--- src/rtl/fetch_imem_if.sv ---
// ---------------------------------------------------------------------------
// fetch_imem_if
//   Request/response bus between the fetch controller and instruction memory.
//   One request may be outstanding; a request is accepted on the cycle
//   imem_req && imem_gnt, and the matching response arrives later as a
//   single-cycle imem_rvalid pulse carrying imem_rdata.
//
//   Signals:
//     imem_req    fetch -> mem   request valid
//     imem_addr   fetch -> mem   request address (the fetch PC)
//     imem_gnt    mem -> fetch   request accepted this cycle
//     imem_rvalid mem -> fetch   response valid (one-cycle pulse)
//     imem_rdata  mem -> fetch   response instruction
//
//   Modports: master (fetch controller side), slave (memory side).
// ---------------------------------------------------------------------------
`default_nettype none

interface fetch_imem_if #(
  parameter int unsigned ADDR_WIDTH = 32,
  parameter int unsigned DATA_WIDTH = 32
);
  logic                  imem_req;
  logic [ADDR_WIDTH-1:0] imem_addr;
  logic                  imem_gnt;
  logic                  imem_rvalid;
  logic [DATA_WIDTH-1:0] imem_rdata;

  modport master (
    output imem_req,
    output imem_addr,
    input  imem_gnt,
    input  imem_rvalid,
    input  imem_rdata
  );

  modport slave (
    input  imem_req,
    input  imem_addr,
    output imem_gnt,
    output imem_rvalid,
    output imem_rdata
  );
endinterface

`default_nettype wire

--- src/rtl/fetch_controller.sv ---
// ---------------------------------------------------------------------------
// fetch_controller
//   Instruction-fetch sequencer. Owns the fetch PC, issues one outstanding
//   request at a time to instruction memory and places each returned
//   instruction into a registered IF output toward decode. Decode
//   backpressure (stall_i) is absorbed by a one-entry skid buffer, and EX
//   redirects flush the IF output and discard any response still in flight.
//
//   Ports:
//     clk            in   rising-edge clock
//     reset          in   synchronous, active-high reset
//     redirect_en    in   EX redirect (taken branch / jump) this cycle
//     redirect_addr  in   redirect target
//     stall_i        in   decode cannot accept; IF output must hold
//     imem           if   fetch_imem_if.master (req/addr out, gnt/rvalid/rdata in)
//     if_valid       out  IF output holds a valid instruction
//     if_pc          out  PC of if_instr
//     if_instr       out  fetched instruction
//     fetch_fault    out  misaligned-redirect pulse (0 without the option)
//
//   Optional feature (macro FETCH_MISALIGN_TRAP_EN):
//     defined   - a redirect whose target has nonzero low two bits loads
//                 TRAP_ADDR into the PC and pulses fetch_fault for one cycle.
//     undefined - the low two bits of redirect_addr are masked to zero and
//                 fetch_fault is tied low.
//
//   Best case is one instruction every two cycles: a FETCH cycle for the
//   grant followed by a WAIT cycle for a 1-cycle-latency response.
// ---------------------------------------------------------------------------
`default_nettype none

module fetch_controller #(
  parameter int unsigned           ADDR_WIDTH = 32,
  parameter int unsigned           DATA_WIDTH = 32,
  parameter logic [ADDR_WIDTH-1:0] RESET_ADDR = 32'h0000_0000,
  parameter logic [ADDR_WIDTH-1:0] TRAP_ADDR  = 32'h0000_0100
) (
  input  logic                  clk,
  input  logic                  reset,
  input  logic                  redirect_en,
  input  logic [ADDR_WIDTH-1:0] redirect_addr,
  input  logic                  stall_i,
  fetch_imem_if.master          imem,
  output logic                  if_valid,
  output logic [ADDR_WIDTH-1:0] if_pc,
  output logic [DATA_WIDTH-1:0] if_instr,
  output logic                  fetch_fault
);

  typedef enum logic [1:0] {
    IDLE  = 2'd0,
    FETCH = 2'd1,
    WAIT  = 2'd2,
    HOLD  = 2'd3
  } state_e;

  state_e                state_q;
  logic [ADDR_WIDTH-1:0] pc_q;
  logic [ADDR_WIDTH-1:0] req_pc_q;     // PC of the outstanding request
  logic                  req_q;        // registered imem_req
  logic                  discard_q;    // outstanding response belongs to a flushed path
  logic                  ifv_q;
  logic [ADDR_WIDTH-1:0] if_pc_q;
  logic [DATA_WIDTH-1:0] if_instr_q;
  // Skid buffer: occupied exactly while the FSM sits in HOLD, so it needs
  // no separate valid flag; leaving HOLD (consume or flush) empties it.
  logic [ADDR_WIDTH-1:0] skid_pc_q;
  logic [DATA_WIDTH-1:0] skid_instr_q;

  logic [ADDR_WIDTH-1:0] redir_pc_d;   // PC to load on a redirect
  logic [ADDR_WIDTH-1:0] pc_inc_d;
  logic                  grant_d;
  logic                  out_free_d;   // IF output can take new data this cycle

  assign pc_inc_d   = pc_q + ADDR_WIDTH'(4);
  assign grant_d    = req_q && imem.imem_gnt;
  assign out_free_d = !ifv_q || !stall_i;

`ifdef FETCH_MISALIGN_TRAP_EN
  logic fault_d;
  logic fault_q;

  assign fault_d    = redirect_en && (redirect_addr[1:0] != 2'b00);
  assign redir_pc_d = fault_d ? TRAP_ADDR : redirect_addr;

  // Fault pulse is registered: visible the cycle after the redirect only.
  always_ff @(posedge clk) begin
    if (reset) begin
      fault_q <= 1'b0;
    end else begin
      fault_q <= fault_d;
    end
  end

  assign fetch_fault = fault_q;
`else
  logic unused_misalign;

  assign redir_pc_d      = {redirect_addr[ADDR_WIDTH-1:2], 2'b00};
  assign fetch_fault     = 1'b0;
  assign unused_misalign = ^{TRAP_ADDR, redirect_addr[1:0]};
`endif

  always_ff @(posedge clk) begin
    if (reset) begin
      state_q    <= IDLE;
      pc_q       <= RESET_ADDR;
      req_q      <= 1'b0;
      discard_q  <= 1'b0;
      ifv_q      <= 1'b0;
      if_pc_q    <= '0;
      if_instr_q <= '0;
    end else if (redirect_en) begin
      // Redirect wins over everything else, including a stalled output.
      pc_q  <= redir_pc_d;
      ifv_q <= 1'b0;
      case (state_q)
        WAIT: begin
          if (imem.imem_rvalid) begin
            // The stale response lands this very cycle: drop it and go.
            discard_q <= 1'b0;
            state_q   <= FETCH;
            req_q     <= 1'b1;
          end else begin
            discard_q <= 1'b1;
            state_q   <= WAIT;
            req_q     <= 1'b0;
          end
        end
        FETCH: begin
          if (grant_d) begin
            // Memory already accepted the old address; its response is
            // still owed and must be thrown away.
            discard_q <= 1'b1;
            state_q   <= WAIT;
            req_q     <= 1'b0;
          end else begin
            state_q <= FETCH;
            req_q   <= 1'b1;
          end
        end
        default: begin
          state_q <= FETCH;
          req_q   <= 1'b1;
        end
      endcase
    end else begin
      // Output handshake; a load below overrides this clear.
      if (ifv_q && !stall_i) begin
        ifv_q <= 1'b0;
      end
      case (state_q)
        IDLE: begin
          state_q <= FETCH;
          req_q   <= 1'b1;
        end
        FETCH: begin
          if (grant_d) begin
            req_pc_q <= pc_q;
            pc_q     <= pc_inc_d;
            state_q  <= WAIT;
            req_q    <= 1'b0;
          end
        end
        WAIT: begin
          if (imem.imem_rvalid) begin
            if (discard_q) begin
              discard_q <= 1'b0;
              state_q   <= FETCH;
              req_q     <= 1'b1;
            end else if (out_free_d) begin
              if_pc_q    <= req_pc_q;
              if_instr_q <= imem.imem_rdata;
              ifv_q      <= 1'b1;
              state_q    <= FETCH;
              req_q      <= 1'b1;
            end else begin
              skid_pc_q    <= req_pc_q;
              skid_instr_q <= imem.imem_rdata;
              state_q      <= HOLD;
            end
          end
        end
        HOLD: begin
          // Output is full and stalled here; once decode takes it, the
          // skid entry replaces it without a bubble.
          if (!stall_i) begin
            if_pc_q    <= skid_pc_q;
            if_instr_q <= skid_instr_q;
            ifv_q      <= 1'b1;
            state_q    <= FETCH;
            req_q      <= 1'b1;
          end
        end
      endcase
    end
  end

  assign imem.imem_req  = req_q;
  assign imem.imem_addr = pc_q;
  assign if_valid       = ifv_q;
  assign if_pc          = if_pc_q;
  assign if_instr       = if_instr_q;

endmodule

`default_nettype wire
--- src/flat_wrapper.sv ---
// flat-port wrapper written by rule: the top's interface ports become plain ports
module fetch_controller_flat 
#(
  parameter int unsigned           ADDR_WIDTH = 32,
  parameter int unsigned           DATA_WIDTH = 32,
  parameter logic [ADDR_WIDTH-1:0] RESET_ADDR = 32'h0000_0000,
  parameter logic [ADDR_WIDTH-1:0] TRAP_ADDR  = 32'h0000_0100
)
  (clk, reset, redirect_en, redirect_addr, stall_i, if_valid, if_pc, if_instr, fetch_fault, imem_imem_req, imem_imem_addr, imem_imem_gnt, imem_imem_rvalid, imem_imem_rdata);
  fetch_imem_if #(.ADDR_WIDTH(ADDR_WIDTH), .DATA_WIDTH(DATA_WIDTH)) imem_i ();
  input  logic clk;
  input  logic reset;
  input  logic redirect_en;
  input  logic [ADDR_WIDTH-1:0] redirect_addr;
  input  logic stall_i;
  output logic if_valid;
  output logic [ADDR_WIDTH-1:0] if_pc;
  output logic [DATA_WIDTH-1:0] if_instr;
  output logic fetch_fault;
  output wire logic [$bits(imem_i.imem_req)-1:0] imem_imem_req;
  output wire logic [$bits(imem_i.imem_addr)-1:0] imem_imem_addr;
  input wire logic [$bits(imem_i.imem_gnt)-1:0] imem_imem_gnt;
  input wire logic [$bits(imem_i.imem_rvalid)-1:0] imem_imem_rvalid;
  input wire logic [$bits(imem_i.imem_rdata)-1:0] imem_imem_rdata;
  assign imem_imem_req = imem_i.imem_req;
  assign imem_imem_addr = imem_i.imem_addr;
  assign imem_i.imem_gnt = imem_imem_gnt;
  assign imem_i.imem_rvalid = imem_imem_rvalid;
  assign imem_i.imem_rdata = imem_imem_rdata;
  fetch_controller #(.ADDR_WIDTH(ADDR_WIDTH), .DATA_WIDTH(DATA_WIDTH), .RESET_ADDR(RESET_ADDR), .TRAP_ADDR(TRAP_ADDR)) u_core (.clk(clk), .reset(reset), .redirect_en(redirect_en), .redirect_addr(redirect_addr), .stall_i(stall_i), .imem(imem_i), .if_valid(if_valid), .if_pc(if_pc), .if_instr(if_instr), .fetch_fault(fetch_fault));
endmodule
--- config.mk ---
export PLATFORM = sky130hd
export DESIGN_NAME = fetch_controller_flat
export DESIGN_NICKNAME = d
export VERILOG_FILES = /design/src/rtl/fetch_imem_if.sv /design/src/rtl/fetch_controller.sv /design/src/flat_wrapper.sv
export SDC_FILE = /design/constraint.sdc
export NUM_CORES = 1
export LEC_CHECK = 0
export ABC_AREA = 1
export BUFFER_PORTS_ARGS = -buffer_cell sky130_fd_sc_hd__buf_2
export CAP_MARGIN = 10
export CORE_ASPECT_RATIO = 0.6
export CORE_MARGIN = 2
export CORE_UTILIZATION = 61
export CTS_BUF_LIST = sky130_fd_sc_hd__clkbuf_4 sky130_fd_sc_hd__clkbuf_8
export CTS_CLUSTER_SIZE = 10
export DETAILED_ROUTE_END_ITERATION = 7
export HOLD_SLACK_MARGIN = 0.02
export PLACE_DENSITY = 0.85
export RECOVER_POWER = 100
export SLEW_MARGIN = 5
export SYNTH_ARGS = -nofsm -noshare
export SYNTH_HDL_FRONTEND = slang
export SYNTH_SLANG_ARGS = --single-unit
--- constraint.sdc ---
create_clock -name clk -period 19.5 [get_ports clk]
set_input_delay 2.925 -clock clk [delete_from_list [all_inputs] [get_ports clk]]
set_output_delay 2.925 -clock clk [all_outputs]
set_load 0.005 [all_outputs]
==> results of run 1 <==
## registers in the layout, summed over array words and instances (netlist names), 2 cells and up
signal and count:
u_core.skid_pc_q 30, u_core.imem.imem_addr 30, u_core.if_instr 32, u_core.state_q 2, u_core.skid_instr_q 32, u_core.if_pc 30
u_core.req_pc_q 30
## power breakdown
part           total, µW  internal [µW]  switching (µW)
Combinational       60.8           23.7            37.0
Clock                241           94.7             147
Sequential           437            425            11.6
Total                739            544             195
## cell usage in the layout, fill, tap and decap left out, drive strengths merged
master	count
a21oi	88
a221oi	1
a22oi	5
a31oi	9
a41oi	1
and2	1
buf	81
clkbuf	104
clkinv	7
clkinvlp	2
conb	5
dfxtp	97
edfxtp	92
ha	5
inv	47
mux2i	62
nand2	142
nand3	41
nand3b	1
nand4	2
nor2	85
nor3	11
o2111ai	1
o211ai	7
o21ai	70
or3	2
## cell usage after synthesis (2+ instances only)
master      n
a21oi_1    88
inv_1      38
buf_2      26
o21ai_1     9
a22oi_1     5
dfxtp_1    97
nand2_1   142
o211ai_1    7
o21ai_0    61
ha_1        5
or3_1       2
edfxtp_1   92
nand3_1    41
mux2i_1    62
nor2_4      3
inv_2       4
clkbuf_1   12
a31oi_1     9
nor2_1     76
nor3_1     11
buf_1       4
buf_4       5
nand4_1     2
nor2_2      5
## per-stage QoR
stage | hold slack, ns | power (µW) | setup slack, ns | area [µm²] | instances
2_1_floorplan | 0.426 | 481 | 11.07 | 7970 | 818
6_report | 0.446 | 739 | 10.59 | 9060 | 1139
3_5_place_dp | 0.435 | 508 | 13.91 | 8810 | 1107
3_3_place_gp | 0.430 | 506 | 13.99 | 8810 | 1107
4_1_cts | 0.443 | 745 | 14.38 | 9190 | 1139
5_1_grt | 0.460 | 772 | 9.66 | 9060 | 1139
## worst max-delay path, cell delays in order
cell        delay, ns
clkbuf_1         0.47
inv_1            1.33
o21ai_0          0.26
nor2_1           0.17
nand2_1          0.08
clkinvlp_2       0.06
clkbuf_1         3.14
o21ai_0          0.41
a21oi_1          0.31
## logic make-up after synthesis
family | share of synthesized area
mux | 0.0780
flops | 0.591
other cells | 0.000471
simple gates | 0.151
compound gates | 0.121
buf+inv | 0.0499
fa+ha+maj | 0.00787
## cell type report
| cell class | instances | share of cell area |
|---|---|---|
| Clock buffer | 18 | 0.0266 |
| Clock inverter | 14 | 0.0142 |
| Inverter | 42 | 0.0175 |
| Multi-Input combinational cell | 539 | 0.318 |
| Sequential cell | 189 | 0.519 |
| Tap cell | 170 | 0.0235 |
| Timing Repair Buffer | 167 | 0.0812 |
## per-layer routing
metal | share of wire | wire length (µm)
met5 | 0 | 0
met4 | 0.012 | 227
met3 | 0.091 | 1670
met2 | 0.43 | 7800
met1 | 0.47 | 8550
## path summary, 6_finish.rpt
kind / startpoint / slack (ns) / cells after the start / to
max: redirect_en / 10.59 / 9 / u_core.if_instr[21]
min: u_core.req_pc_q[3] / 0.45 / 0 / u_core.skid_pc_q[3]
max reg2reg: u_core.state_q[0] / 14.20 / 10 / u_core.if_instr[21]
min reg2reg: u_core.req_pc_q[3] / 0.45 / 0 / u_core.skid_pc_q[3]
==> out/results.ini, run 1 <==
[status]
outcome = finished, violations left
violations = max-capacitance violations, max-slew violations

[layout]
antenna_cells = 0
utilization = 0.710
fillers = 985
layout.nets = 1031
multi_input_area_um2 = 2880
ff_latch_area_um2 = 4700
area_delta_synth_final_pct = 13.9
drive_above_1_share = 0.130

[clock_network]
cts_buffers = 17
postCtsResizedCells = 0
cts_sinks = 189
cts_buffer_depth = 2
post-cts-setup-buffer-count = 0
clk_latency_ns = 0.45
cts-hold-fix-buffers = 0
cts_root_buf = clkbuf_8
htree_levels = 4
path_clk_slew_ns = 0.11
cts_tree = yes

[sta]
hold_viol = 0
final_max_slew_viol_count = 272
finalSetupViolCount = 0
fin_crit_sh = 0.457
slew_headroom = -2.02
fin_crit_ns = 8.91
rsz0062_at_grt = false
clock.fmax_ghz = 0.112
tightestPinTransition_ns = 4.53
clock_skew_ns = 0.0168
fin_tns_setup_ns = 0

[grt]
grt_pass1_wl_um = 28400
grt_antenna_before_repair = 0
grt_max_degree = 125
overflow = 0
met2_usage = 0.381
gr-usage-met3 = 0.0586
grt_usage = 0.262
use_met1 = 0.396
grt_busiest_layer = met1
grt_pass1_vias = 5681

[floorplanning]
die_w_um = 151
start_util = 0.623
die_y_um = 92.5
core_um2 = 12800
die-area_um2 = 14000
ioPinCount = 169
rows = 32

[place]
gp_congestion = 0.946
dp_hpwl_um = 12000
portBuffers = 161

[yosys]
ys_warn_count = 0
ys_seq_elements = 189
synth-main-ff-cell = dfxtp_1
synth_cell_types = 32
avgSynthCellArea_um2 = 9.77
synth_edf_count = 92
async_flop_share = 0
syn_area_um2 = 7950
postSynthCellCount = 814
synth_top_cell_area_share = 0.347
ys_top_cells_by_area = edfxtp_1 35%, dfxtp_1 24%, mux2i_1 7.8%, nand2_1 6.7%, a21oi_1 5.5%
yosysTopAreaCell = edfxtp_1
yosysSeqAreaShare = 0.591

[critical_path]
cp.required_ns = 19.84
end_kind = flip-flop
arrival_ns = 9.24
cp-start-kind = input port
critPathMaxFanout = 124
path_class = input port to flip-flop

[drt]
routed_wl_um = 18200
route.vias.total = 6370
drt_pass1_iterations = 6
avgViaCountPerCell = 5.59
post-route-drc-count = 0
wl_per_cell_um = 16.0
drtIter0Drc = 640
drtAntennaViolNets = 0

[hold_path]
min_path_type = flip-flop to flip-flop

[power_and_ir_drop]
powerDensity_nw_per_um2 = 81.6
ir_worst_vdd_mv = 0.0476
p_leak_uw = 0.00322

[run]
drv_cap = 4

(Power assumes the default switching activity.)
==> inputs of run 2 (changes only) <==
- CORE_UTILIZATION: 61 -> 56
- PLACE_DENSITY: 0.85 -> 0.79
- clock period: 19.5 -> 8.4 ns (I/O delays scaled with it)
==> out/results.ini, run 2 (synthesis gave the netlist of run 1 again) <==
[critical_path]
path_class = flip-flop to flip-flop  ; was input port to flip-flop
critPathBufInv = 3  ; was 4
crit_chain = ha_4 > clkbuf_1 > o21ai_1 > nor2_1 > nand2_1 > clkinvlp_2 > buf_4 > o21ai_0 > a21oi_1  ; was clkbuf_1 > inv_1 > o21ai_0 > nor2_1 > nand2_1 > clkinvlp_2 > clkbuf_1 > o21ai_0 > a21oi_1
arrival_ns = 5.79  ; was 9.24 ns
cp_slowest_stage_delay_ns = 2.23  ; was 3.14 ns
cp.required_ns = 8.79  ; was 19.84 ns
critPathMaxFanout = 108  ; was 124
crit_family = buffers and inverters  ; unchanged
crit_slowest_cell = clkbuf_1  ; unchanged
cp-start-kind = flip-flop  ; was input port
end_kind = flip-flop  ; unchanged

[place]
place_ws_ns = 4.57  ; was 13.91 ns
gp_congestion = 0.890  ; was 0.946
portBuffers = 161  ; unchanged
dp_hpwl_um = 12900  ; was 12000 µm

[floorplanning]
die-area_um2 = 15200  ; was 14000 µm²
core_um2 = 13700  ; was 12800 µm²
rows = 33  ; was 32
die_y_um = 96.3  ; was 92.5 µm
start_util = 0.578  ; was 0.623
ioPinCount = 169  ; unchanged
die_w_um = 158  ; was 151 µm

[grt]
overflow = 0  ; unchanged
grt_antenna_before_repair = 2  ; was 0
grt_usage = 0.261  ; was 0.262
use_met1 = 0.389  ; was 0.396
met2_usage = 0.385  ; was 0.381
grt_pass1_wl_um = 30300  ; was 28400 µm
grt_max_degree = 109  ; was 125
gr-usage-met3 = 0.0504  ; was 0.0586
grt_pass1_vias = 5942  ; was 5681
grt_busiest_layer = met1  ; unchanged

[layout]
final_cell_mix = 142 x nand2_1, 97 x dfxtp_1, 94 x clkbuf_1  ; was 142 x nand2_1, 97 x dfxtp_1, 92 x edfxtp_1
ff_latch_area_um2 = 4700  ; unchanged
fillers = 1195  ; was 985
layout.nets = 1031  ; unchanged
final_common_cell = nand2_1  ; unchanged
drive_above_1_share = 0.122  ; was 0.130
multi_input_area_um2 = 2880  ; unchanged
area_delta_synth_final_pct = 14.8  ; was 13.9%

[drt]
routed_wl_um = 19200  ; was 18200 µm
drt_pass1_iterations = 6  ; unchanged
post-route-drc-count = 0  ; unchanged
wl_per_cell_um = 16.5  ; was 16.0 µm
drtIter0Drc = 670  ; was 640
avgViaCountPerCell = 5.49  ; was 5.59
drtAntennaViolNets = 0  ; unchanged
route.vias.total = 6382  ; was 6370

[clock_network]
clk_latency_ns = 0.46  ; was 0.45 ns
cts-hold-fix-buffers = 0  ; unchanged
cts_buffers = 17  ; unchanged
htree_levels = 4  ; unchanged
postCtsResizedCells = 0  ; unchanged
cts_sinks = 189  ; unchanged
post-cts-setup-buffer-count = 0  ; unchanged
cts_tree = yes  ; unchanged
cts_root_buf = clkbuf_8  ; unchanged
path_clk_slew_ns = 0.11  ; about the same
cts_buffer_depth = 2  ; unchanged

[power_and_ir_drop]
ir_worst_vdd_mv = 0.122  ; was 0.0476 mV
powerDensity_nw_per_um2 = 193  ; was 81.6 nW/µm²
p_leak_uw = 0.00321  ; was 0.00322 µW

[sta]
rsz0062_at_grt = false  ; unchanged
hold_viol = 0  ; unchanged
clock_skew_ns = 0.0164  ; was 0.0168 ns
final_max_slew_viol_count = 180  ; was 272
fin_crit_ns = 5.40
hold_ws_ns = 0.458  ; was 0.446 ns
slew_headroom = -1.06  ; was -2.02
tightestPinTransition_ns = 3.08  ; was 4.53 ns
fin_tns_setup_ns = 0  ; unchanged
worst_slack_ns = 3.00  ; was 10.59 ns
fin_crit_sh = 0.643
clock.fmax_ghz = 0.185
finalSetupViolCount = 0  ; unchanged

[hold_path]
min_path_type = flip-flop to flip-flop  ; unchanged

[run]
drv_cap = 5  ; was 4

[status]
outcome = finished, violations left  ; unchanged
violations = max-capacitance violations, max-slew violations  ; unchanged

==> run 2: area by class of cell <==
cell class / count / share of cell area
Sequential cell: 189 / 0.515
Antenna cell: 2 / 0.000548
Clock buffer: 17 / 0.0256
Clock inverter: 15 / 0.0205
Tap cell: 192 / 0.0263
Inverter: 42 / 0.0174
Timing Repair Buffer: 167 / 0.0793
Multi-Input combinational cell: 539 / 0.315
==> run 2: report_power, final <==
group / total (µW) / switching, µW / internal, µW / leakage [µW]
sequential: 1020 / 29.1 / 988 / 0.00163
clock: 607 / 373 / 234 / 0.000211
combinational: 143 / 87.7 / 55.6 / 0.00137
total: 1770 / 490 / 1280 / 0.00321
==> run 2: path summary, 6_finish.rpt <==
kind                        from                   end  slack, ns  cells after the start
min          u_core.req_pc_q[19]  u_core.skid_pc_q[19]       0.46                      0
max reg2reg    u_core.state_q[0]    u_core.if_instr[7]       3.00                      9
max            u_core.state_q[0]    u_core.if_instr[7]       3.00                      9
min reg2reg  u_core.req_pc_q[19]  u_core.skid_pc_q[19]       0.46                      0
==> run 2: layer usage <==
| metal | vias to the layer above | share of wire |
|---|---|---|
| li1 | 3106 | - |
| met1 | 2974 | 0.48 |
| met2 | 280 | 0.43 |
| met3 | 22 | 0.075 |
| met4 | 0 | 0.013 |
| met5 | - | 0 |
==> run 2: stage by stage <==
step	cell area, µm²	power (µW)	instances	util
floorplan	7970	1120	818	-
detailed placement	8850	1180	1129	0.643
CTS	9270	1780	1161	0.674
global route	9140	1840	1163	0.664
global placement	8850	1180	1129	0.643
finish	9140	1770	1163	0.664
